`config.mk`:
```
export PLATFORM = sky130hd
export DESIGN_NAME = router_in_port
export DESIGN_NICKNAME = d
export VERILOG_FILES = /design/src/rtl/router_in_port.sv
export SDC_FILE = /design/constraint.sdc
export NUM_CORES = 1
export LEC_CHECK = 0
export ABC_AREA = 1
export ABC_CLOCK_PERIOD_IN_PS = 6600
export BUFFER_PORTS_ARGS = -buffer_cell sky130_fd_sc_hd__buf_2
export CORE_MARGIN = 1.5
export CORE_UTILIZATION = 46
export CTS_BUF_LIST = sky130_fd_sc_hd__clkbuf_16
export CTS_CLUSTER_SIZE = 30
export DETAILED_ROUTE_END_ITERATION = 8
export PLACE_DENSITY_LB_ADDON = 0.25
export SYNTH_ARGS = -nofsm -noshare
export SYNTH_HDL_FRONTEND = slang
export SYNTH_SLANG_ARGS = --single-unit
```
`constraint.sdc`:
```
create_clock -name clk -period 6.6 [get_ports clk]
set_clock_uncertainty 0.05 [all_clocks]
set_input_delay 0.66 -clock clk [delete_from_list [all_inputs] [get_ports clk]]
set_output_delay 0.66 -clock clk [all_outputs]
set_load 0.01 [all_outputs]
```
`src/rtl/router_in_port.sv`:
```
`default_nettype none
// ============================================================================
// Module   : router_in_port
// Purpose  : Router-side input channel fed by the NIC net_so/net_do stream.
//            Owns the even/odd polarity that selects the NIC virtual channel.
//            Each VC has its own DEPTH-entry FIFO. Ingress writes the VC that
//            matches the current polarity, and egress drains the opposite VC.
//            A packet therefore leaves one polarity phase after it arrives.
// Ports    : clk, reset         - clock, synchronous active-high reset
//            polarity           - VC phase, drives NIC net_polarity
//            in_si/in_ro/in_di  - upstream strobe / ready / data
//            out_so/out_ro/out_do - downstream strobe / ready / data
//            vc_err             - sticky: accepted packet VC bit != polarity
//            pkt_cnt            - saturating accepted-packet count
// Options  : ROUTER_IN_STATS_EN - when defined, pkt_cnt counts accepts;
//            otherwise pkt_cnt is tied to zero.
// Revision : 1.0 - initial release
// ============================================================================
module router_in_port #(
  parameter int DEPTH = 2,
  parameter int DW    = 64
) (
  input  logic          clk,
  input  logic          reset,
  output logic          polarity,
  input  logic          in_si,
  output logic          in_ro,
  input  logic [DW-1:0] in_di,
  output logic          out_so,
  input  logic          out_ro,
  output logic [DW-1:0] out_do,
  output logic          vc_err,
  output logic [15:0]   pkt_cnt
);

  localparam int c_AW = $clog2(DEPTH);
  localparam int c_CW = $clog2(DEPTH) + 1;
  localparam logic [c_CW-1:0] c_FULL = c_CW'(DEPTH);

  logic                r_pol;
  logic [DW-1:0]       r_mem  [2][DEPTH];
  logic [c_AW-1:0]     r_wptr [2];
  logic [c_AW-1:0]     r_rptr [2];
  logic [c_CW-1:0]     r_cnt  [2];
  logic                r_vc_err;

  logic                w_wvc;
  logic                w_rvc;
  logic                w_push;
  logic                w_pop;

  // Ingress and egress always address opposite VCs, so a FIFO never sees
  // a push and a pop in the same cycle.
  assign w_wvc    = r_pol;
  assign w_rvc    = ~r_pol;

  assign in_ro    = (r_cnt[w_wvc] != c_FULL);
  assign w_push   = in_si & in_ro;
  assign w_pop    = out_ro & (r_cnt[w_rvc] != '0);

  assign out_so   = w_pop;
  assign out_do   = w_pop ? r_mem[w_rvc][r_rptr[w_rvc]] : '0;
  assign polarity = r_pol;
  assign vc_err   = r_vc_err;

  // Control state: polarity, pointers, occupancy counts, sticky error.
  always_ff @(posedge clk) begin
    if (reset) begin
      r_pol    <= 1'b0;
      r_vc_err <= 1'b0;
      for (int v = 0; v < 2; v++) begin
        r_wptr[v] <= '0;
        r_rptr[v] <= '0;
        r_cnt[v]  <= '0;
      end
    end else begin
      r_pol <= ~r_pol;
      // The mismatched packet is still stored; only the flag records it.
      if (w_push && (in_di[DW-1] != r_pol)) begin
        r_vc_err <= 1'b1;
      end
      for (int v = 0; v < 2; v++) begin
        if (w_push && (w_wvc == 1'(v))) begin
          r_wptr[v] <= r_wptr[v] + 1'b1;
          r_cnt[v]  <= r_cnt[v] + 1'b1;
        end else if (w_pop && (w_rvc == 1'(v))) begin
          r_rptr[v] <= r_rptr[v] + 1'b1;
          r_cnt[v]  <= r_cnt[v] - 1'b1;
        end
      end
    end
  end

  // Packet storage carries no reset; occupancy is tracked by r_cnt alone.
  always_ff @(posedge clk) begin
    if (w_push) begin
      r_mem[w_wvc][r_wptr[w_wvc]] <= in_di;
    end
  end

`ifdef ROUTER_IN_STATS_EN
  logic [15:0] r_pkt_cnt;

  always_ff @(posedge clk) begin
    if (reset) begin
      r_pkt_cnt <= 16'h0;
    end else if (w_push && (r_pkt_cnt != 16'hFFFF)) begin
      r_pkt_cnt <= r_pkt_cnt + 16'd1;
    end
  end

  assign pkt_cnt = r_pkt_cnt;
`else
  assign pkt_cnt = 16'h0;
`endif

endmodule
`default_nettype wire

```
==> results_dict.tcl, run 1 <==
set metrics [dict create \
    p_per_area_nw_per_um2 313 \
    start_util_pct 46.8 \
    detail-route-antenna-nets 0 \
    cp-end-kind "primary output" \
    synth_area_leaders "edfxtp_1 (72%), nand2_1 (18%), a21oi_1 (3.0%)" \
    cp_max_fo 66 \
    cts_tree "built" \
    post_cts_buffers 0 \
    ys_seq_area_share_pct 72.8 \
    coreArea_um2 23400 \
    vias_per_cell 4.81 \
    drive_gt1_share_pct 17.7 \
    hold_viol 0 \
    status "finished clean" \
    ys_seq_elements 266 \
    multi_input_area_um2 2590 \
    clock_power_share_pct 40.7 \
    ys_top_cells_by_count "nand2_1 (530), edfxtp_1 (264), a21oi_1 (66)" \
    synth_top_family_by_area "simple AND/OR/NAND/NOR gates" \
    cp.arrival_ns 3.64 \
    critPathKind "reg2out" \
    die_h_um 157 \
    fin_nets 1168 \
    numClockSinks 266 \
    grt_util_all_layers_pct 18.7 \
    grt_setup_unrepaired "false" \
    p_comb_share_pct 9.7 \
    io_buffers 135 \
    dp_hpwl_um 12400 \
    synth_most_common_cell "nand2_1" \
    yosysUniqueCellTypes 24 \
    vias 6950 \
    swShare_pct 23.5 \
    synth_edf_count 264 \
    switching_power_mw 0.937 \
    fillers 2009 \
    numCtsBuffers 28 \
    cts_root_buf "clkbuf_16" \
    clock.fmax_mhz 230 \
    yosysTopAreaCell "edfxtp_1" \
    seqPwrFrac_pct 49.6 \
    drt_iter0_markers 447 \
    synth_xor_area_share_pct 0.160 \
    syn_to_final_growth_pct 16.6 \
    grt_pass1_wl_um 35400 \
    globalplace.congestion 0.778 \
    syn_area_per_cell_um2 11.2 \
    hold_class "in2reg" \
    ctsResizeCount 0 \
    synth_mux_area_share_pct 0 \
    wire_per_inst_um 15.9 \
    synth_compound_area_share_pct 3.22 \
    maxCapViolations 0 \
    finalSetupViolCount 0 \
    synth_area_um2 10900 \
    yosys.area_share.simple_pct 19.4 \
    placed_area_um2 11800 \
    overflow 0 \
    synthFlopType "edfxtp_1" \
    final_util_pct 54.5 \
    grt_max_degree 89 \
    worstMarginPinSlew_ns 1.07 \
    drtPass1Iterations 5 \
    grt_pass1_vias 6571 \
    setup_tns_ns 0 \
    cts.clk_slew.worst_paths_ns 0.06 \
    die_area_um2 24700 \
    num_rows 56 \
    fin_crit_sh_pct 65.8 \
    p_total_mw 3.99 \
    yosysTopAreaCellShare_pct 72.4 \
    cts_max_level 1 \
    final_area_um2 12800 \
    ios 152 \
    fin_crit_ns 4.35 \
    worstSkewPairLatency_ns 0.53 \
    slew_headroom_pct 28.7 \
    p_int_mw 3.06 \
    yosys_warnings 0 \
    synthAdderAreaFrac_pct 0 \
    cts_hold_buf 0 \
    startpoint_type "flop" \
    regArea_um2 7970 \
    critPathRequiredTime_ns 5.89 \
    ctsLongestPathBuffers 3 \
    leakagePower_nw 5.31 \
    slew_viol_final 0 \
    drc_errors 0 \
    postSynthCellCount 976 \
    finalHoldWorstSlack_ns 0.291 \
    async_reset_ff_share_pct 0 \
    antenna_found_initial 6 \
    die_w_um 157 \
    vdd_drop_max_v 0.000224 \
    wl_um 23000 \
]
## through the flow
stage,std cells,worst slack [ns]
finish,1445,2.25
global route,1443,2.05
CTS,1441,2.25
detailed placement,1389,2.82
global placement,1389,2.87
floorplan,991,0.798
## power by group through the flow
stage          clock network [mW]  registers, mW  logic [mW]
2_1_floorplan                   0           2.01       0.258
3_3_place_gp                    0           2.01       0.390
3_5_place_dp                    0           2.02       0.392
4_1_cts                      1.65           1.98       0.394
5_1_grt                      1.71           1.99       0.436
6_report                     1.63           1.98       0.387
## worst max-delay path: stages, from the launching register on
cell,delay [ns]
dfxtp_4,0.86
inv_4,0.40
nand2_1,0.29
nand3_4,0.69
a21oi_1,0.59
buf_2,0.21
## cells in the final DEF, fill, tap and decap left out, types with 3 or more instances in the layout
| cell type | Yosys | routed |
|---|---|---|
| nand2_1 | 530 | 530 |
| edfxtp_1 | 264 | 264 |
| buf_2 | 21 | 135 |
| a21oi_1 | 66 | 66 |
| clkbuf_16 | 0 | 29 |
| conb_1 | 1 | 16 |
| inv_1 | 14 | 14 |
| buf_4 | 24 | 10 |
| nor2_1 | 9 | 8 |
| nand3_1 | 9 | 8 |
| clkinv_1 | 0 | 7 |
| bufinv_16 | 0 | 5 |
| diode_2 | 0 | 4 |
| clkinv_2 | 0 | 4 |
| clkinv_4 | 0 | 4 |
| nand4_1 | 3 | 3 |
## registers in the layout, summed over array words and instances (netlist names)
register,flops
r_wptr,2
r_rptr,2
vc_err,1
r_mem,256
polarity,1
r_cnt,4
## path summary, 6_finish.rpt
check            start      endpoint  slack [ns]  cells past startpoint
max           polarity     out_do[0]        2.25                      5
min          in_di[51]  r_mem[1][51]        0.29                      1
max reg2reg   polarity  r_mem[1][55]        2.99                      7
min reg2reg     vc_err        vc_err        0.43                      2
## final cells by class
class / instances / area share (%)
Antenna cell: 4 / 0.0784
Clock buffer: 29 / 5.69
Clock inverter: 23 / 1.98
Inverter: 16 / 0.510
Multi-Input combinational cell: 643 / 20.3
Sequential cell: 266 / 62.5
Tap cell: 319 / 3.13
Timing Repair Buffer: 145 / 5.88
## metal layers
| metal | GRT usage, % | wire, um |
|---|---|---|
| met5 | 0 | 29 |
| met4 | 5.57 | 545 |
| met3 | 4.13 | 1600 |
| met2 | 31.0 | 11000 |
| met1 | 24.9 | 9820 |
## logic make-up (layout without fill, tap and decap cells)
logic type      Yosys count  count (layout)
flops                   266             266
compound gates           70              70
simple gates            555             555
buf+inv                  82             213
other cells               1              20
xor+xnor                  2               2
No activity file was read; power rests on OpenSTA's default activity.
==> run 2: changes to the inputs <==
--- a/config.mk
+++ b/config.mk
@@ -6,7 +6,7 @@
 export NUM_CORES = 1
 export LEC_CHECK = 0
 export ABC_AREA = 1
-export ABC_CLOCK_PERIOD_IN_PS = 6600
+export ABC_CLOCK_PERIOD_IN_PS = 4100
 export BUFFER_PORTS_ARGS = -buffer_cell sky130_fd_sc_hd__buf_2
 export CORE_MARGIN = 1.5
 export CORE_UTILIZATION = 46
==> constraint.sdc (replaced) <==
create_clock -name clk -period 4.1 [get_ports clk]
set_clock_uncertainty 0.05 [all_clocks]
set_input_delay 0.41 -clock clk [delete_from_list [all_inputs] [get_ports clk]]
set_output_delay 0.41 -clock clk [all_outputs]
set_load 0.01 [all_outputs]
==> run 2 against run 1 <==
Compared with the run above: power rose by 59%; utilization is 0.10 points higher; first-iteration DRC count up 9.6%; largest power group unchanged.
==> results_dict.tcl, run 2 (synthesized netlist as in run 1, its figures left out) <==
set metrics [dict create \
    crit_chain "inv_4, nand2_1, nand3_2, buf_12, a21oi_1, buf_2" \
    worstSkewPairLatency_ns 0.53 \
    num_rows 56 \
    vdd_drop_max_v 0.000407 \
    worstMarginPinSlew_ns 0.705 \
    hold_class "in2reg" \
    finalHoldWorstSlack_ns 0.0374 \
    drtPass1Iterations 5 \
    critPathKind "reg2out" \
    max_stage_delay_ns 0.69 \
    seqPwrFrac_pct 50.3 \
    leakagePower_nw 5.35 \
    grt_max_degree 57 \
    vias 7042 \
    swShare_pct 23.4 \
    hold_viol 0 \
    ctsLongestPathBuffers 3 \
    setup_tns_ns 0 \
    crit_slowest_cell "dfxtp_4" \
    fin_crit_ns 3.44 \
    final_cell_mix "nand2_1 (530), edfxtp_1 (264), buf_2 (135)" \
    ios 152 \
    dp_hpwl_um 13100 \
    p_comb_share_pct 10.0 \
    numCtsBuffers 28 \
    drt_iter0_markers 490 \
    reg2reg_slack_ns 1.22 \
    mostFrequentLayoutCell "nand2_1" \
    cp_max_fo 47 \
    clock_power_share_pct 39.7 \
    vias_per_cell 4.87 \
    io_buffers 135 \
    coreArea_um2 23400 \
    cts.clk_slew.worst_paths_ns 0.06 \
    clock.fmax_mhz 291 \
    cp.arrival_ns 2.98 \
    start_util_pct 46.8 \
    cts_hold_buf 0 \
    cp-end-kind "primary output" \
    fin_crit_sh_pct 83.8 \
    syn_to_final_growth_pct 16.8 \
    wl_um 23000 \
    fin_nets 1174 \
    antenna_found_initial 4 \
    detail-route-antenna-nets 0 \
    drive_gt1_share_pct 17.9 \
    startpoint_type "flop" \
    post_cts_buffers 0 \
    numClockSinks 266 \
    die_area_um2 24700 \
    overflow 0 \
    cts_max_level 1 \
    p_int_mw 4.85 \
    globalplace.congestion 0.723 \
    cts_root_buf "clkbuf_16" \
    slew_headroom_pct 52.8 \
    die_w_um 157 \
    grt_pass1_wl_um 35600 \
    cts_tree "built" \
    grt_setup_unrepaired "false" \
    critPathRequiredTime_ns 3.64 \
    finalSetupViolCount 0 \
    grt_pass1_vias 6725 \
    fillers 2040 \
    die_h_um 157 \
    switching_power_mw 1.48 \
    slew_viol_final 0 \
    final_area_um2 12800 \
    drc_errors 0 \
    status "finished clean" \
    p_per_area_nw_per_um2 495 \
    placed_area_um2 11900 \
    grt_util_all_layers_pct 18.7 \
    largest_register_ffs 256 \
    ctsResizeCount 0 \
    maxCapViolations 0 \
    wire_per_inst_um 15.9 \
]
run 2: power groups by stage:
stage	clock network [mW]	logic [mW]	registers, mW
3_5_place_dp	0	0.643	3.24
3_3_place_gp	0	0.637	3.24
5_1_grt	2.67	0.717	3.19
2_1_floorplan	0	0.416	3.23
4_1_cts	2.56	0.645	3.18
6_report	2.52	0.635	3.18
run 2: per-stage QoR:
stage | power (mW) | util [%] | setup WS (ns) | cells
global placement | 3.87 | 50.7 | 1.23 | 1395
global route | 6.57 | 54.6 | 0.416 | 1446
CTS | 6.39 | 54.6 | 0.605 | 1445
finish | 6.33 | 54.6 | 0.665 | 1447
detailed placement | 3.88 | 50.7 | 1.18 | 1395
floorplan | 3.65 | - | 0.239 | 991
run 2: critical path: cells and delay by family (launching register included):
family	cells	cell delay (ns)
buffers and inverters	3	0.84
AOI/OAI and AO/OA	1	0.23
DFF	1	0.69
and+or+nand+nor	2	0.66
run 2: worst paths after layout:
kind	depth (start not counted)	from	to
worst max-delay path	6	polarity	out_do[53]
worst min-delay path	1	in_di[57]	r_mem[1][57]
worst max register to register	7	polarity	r_mem[1][4]
worst min register to register	2	vc_err	vc_err
run 2: metal layers:
metal,global-route usage [%],vias to the layer above,share of wire (%)
met4,3.64,4,1.4
met2,31.7,201,48
met1,25.0,3316,44
met3,3.91,37,6.4
li1,-,3484,-
met5,0,-,0.12
run 2: cell type report:
type | instances | area [um^2] | share of cell area [%]
Inverter | 16 | 62.6 | 0.489
Sequential cell | 266 | 7970 | 62.3
Tap cell | 319 | 399 | 3.12
Antenna cell | 2 | 5.00 | 0.0391
Clock buffer | 29 | 726 | 5.68
Timing Repair Buffer | 151 | 833 | 6.52
Clock inverter | 21 | 203 | 1.59
Multi-Input combinational cell | 643 | 2590 | 20.2
==> run 3: changes to the inputs <==
--- a/config.mk
+++ b/config.mk
@@ -6,7 +6,7 @@
 export NUM_CORES = 1
 export LEC_CHECK = 0
 export ABC_AREA = 1
-export ABC_CLOCK_PERIOD_IN_PS = 4100
+export ABC_CLOCK_PERIOD_IN_PS = 3100
 export BUFFER_PORTS_ARGS = -buffer_cell sky130_fd_sc_hd__buf_2
 export CORE_MARGIN = 1.5
 export CORE_UTILIZATION = 46
==> constraint.sdc (replaced) <==
create_clock -name clk -period 3.1 [get_ports clk]
set_clock_uncertainty 0.05 [all_clocks]
set_input_delay 0.31 -clock clk [delete_from_list [all_inputs] [get_ports clk]]
set_output_delay 0.31 -clock clk [all_outputs]
set_load 0.01 [all_outputs]
==> run 3 against run 2 <==
Compared with the run above: register-to-register slack lost 0.51 ns; power grew 30%; largest cell class unchanged; highest routed layer is now met4; critical path depth is the same; sequential share of layout area shrank 3.0 points; hold slack gained 0.22 ns; largest power group unchanged; non-clock buffer count grew 66; sequential power grew 32%; worst setup slack lost 0.50 ns; clock-buffer cell count shrank 2; die area is the same; cell area grew 5.1%.
==> results_dict.tcl, run 3 (synthesized netlist as in run 1, its figures left out) <==
set metrics [dict create \
    met2_length_um 12100 \
    crit_slowest_cell "dfxtp_4" \
    die_area_um2 24700 \
    die_w_um 157 \
    globalplace.congestion 0.740 \
    drt_iter0_markers 444 \
    largest_register_ffs 256 \
    cts_tree "built" \
    cts.clk_slew.worst_paths_ns 0.06 \
    detail-route-antenna-nets 0 \
    setup_tns_ns 0 \
    cp-end-kind "primary output" \
    multi_input_area_um2 2590 \
    fillers 2020 \
    slew_viol_final 0 \
    finalSetupViolCount 0 \
    regArea_um2 7970 \
    numClockSinks 266 \
    grt_pass1_wl_um 36400 \
    drc_errors 0 \
    grt_pass1_vias 6899 \
    critPathKind "reg2out" \
    wire_per_inst_um 15.7 \
    worstSkewPairLatency_ns 0.51 \
    hold_viol 0 \
    cts_root_buf "clkbuf_16" \
    max_stage_delay_ns 0.70 \
    vdd_drop_max_v 0.000444 \
    crit_buf_inv 2 \
    start_util_pct 46.8 \
    fin_nets 1239 \
    insertedDiodeCount 0 \
    cp.arrival_ns 2.58 \
    grt_max_degree 86 \
    status "finished clean" \
    die_h_um 157 \
    antenna_found_initial 0 \
    drive_gt1_share_pct 16.5 \
    cp_max_fo 52 \
    crit_family "buffers and inverters" \
    cts_max_level 1 \
    dp_hpwl_um 12700 \
    vias 7264 \
    met1Wirelength_um 10300 \
    p_per_area_nw_per_um2 611 \
    startpoint_type "flop" \
    wl_um 23700 \
    cp_common_cell "nand2_1" \
    clock.fmax_mhz 340 \
    num_rows 56 \
    syn_to_final_growth_pct 22.7 \
    grt_util_all_layers_pct 19.1 \
    mostFrequentLayoutCell "nand2_1" \
    placed_area_um2 11900 \
    fin_crit_ns 2.94 \
    overflow 0 \
    ios 152 \
    worstMarginPinSlew_ns 0.575 \
    slew_headroom_pct 61.7 \
    drtPass1Iterations 5 \
    hold_class "in2reg" \
    grt_setup_unrepaired "false" \
    leakagePower_nw 5.60 \
    io_buffers 135 \
    final_area_um2 13400 \
    maxCapViolations 0 \
    top_layer "met4" \
    post_cts_buffers 0 \
    final_cell_mix "nand2_1 (530), edfxtp_1 (264), buf_2 (135)" \
    fin_crit_sh_pct 94.8 \
    crit_chain "buf_4, nand2_1, nand2_1, nand2_1, a21oi_1, buf_2" \
    wl_met3_um 1120 \
    numCtsBuffers 27 \
    vias_per_cell 4.81 \
    ctsLongestPathBuffers 3 \
    coreArea_um2 23400 \
    critPathRequiredTime_ns 2.74 \
]
[run 3: cell types whose count changed in the layout (fill, tap and decap cells not counted), sizes merged]
cell         change
dlygate4sd3     +65
clkbuf           -2
bufinv           -1
buf              +1
diode            -2
clkinvlp         +1
[run 3: per-layer routing]
| metal | GRT usage (%) | vias to the layer above |
|---|---|---|
| met3 | 2.84 | 19 |
| li1 | - | 3614 |
| met1 | 24.5 | 3456 |
| met5 | 0 | - |
| met2 | 34.4 | 175 |
| met4 | 4.04 | 0 |
[run 3: tightest hold or removal path, delay by kind of cell]
family | cells | cell delay, ns
buffers and inverters | 1 | 0.15
AO/OA/AOI/OAI | 1 | 0.07
AND/OR/NAND/NOR | 1 | 0.12
[run 3: worst paths after layout]
check,startpoint,endpoint,slack (ns),cells past startpoint
hold / removal,out_ro,r_cnt[0][0],0.26,3
hold reg to reg,vc_err,vc_err,0.41,2
setup reg to reg,polarity,r_mem[1][54],0.71,6
setup / recovery,polarity,out_do[1],0.16,6
[run 3: per-stage QoR]
stage	setup WS (ns)	std cells	power [mW]	util (%)	hold WS [ns]
2_1_floorplan	0.0332	991	4.82	-	0.349
3_3_place_gp	0.681	1396	5.14	51.0	0.390
3_5_place_dp	0.658	1396	5.16	51.0	0.400
4_1_cts	0.0959	1509	8.29	57.4	0.230
5_1_grt	0.0273	1509	8.54	57.4	0.257
6_report	0.160	1509	8.21	57.4	0.256
[run 3: report_power, final]
part	internal (mW)	switching, mW	total (mW)	leakage (nW)
logic	0.317	0.612	0.929	2.72
registers	4.15	0.0587	4.21	2.44
clock network	1.81	1.26	3.07	0.433
[run 3: what timing repair did]
item	in CTS	in global routing
hold buffers	65	0
resized for setup	0	0
hold endpoints to repair	257	0
[run 3: layout make-up]
| cell class | count | share of cell area, % |
|---|---|---|
| multi-input combinational | 643 | 19.3 |
| clock inverter | 21 | 1.22 |
| inverter | 16 | 0.484 |
| sequential | 266 | 59.3 |
| clock buffer | 27 | 5.03 |
| tap | 319 | 2.97 |
| timing repair buffer | 217 | 11.7 |
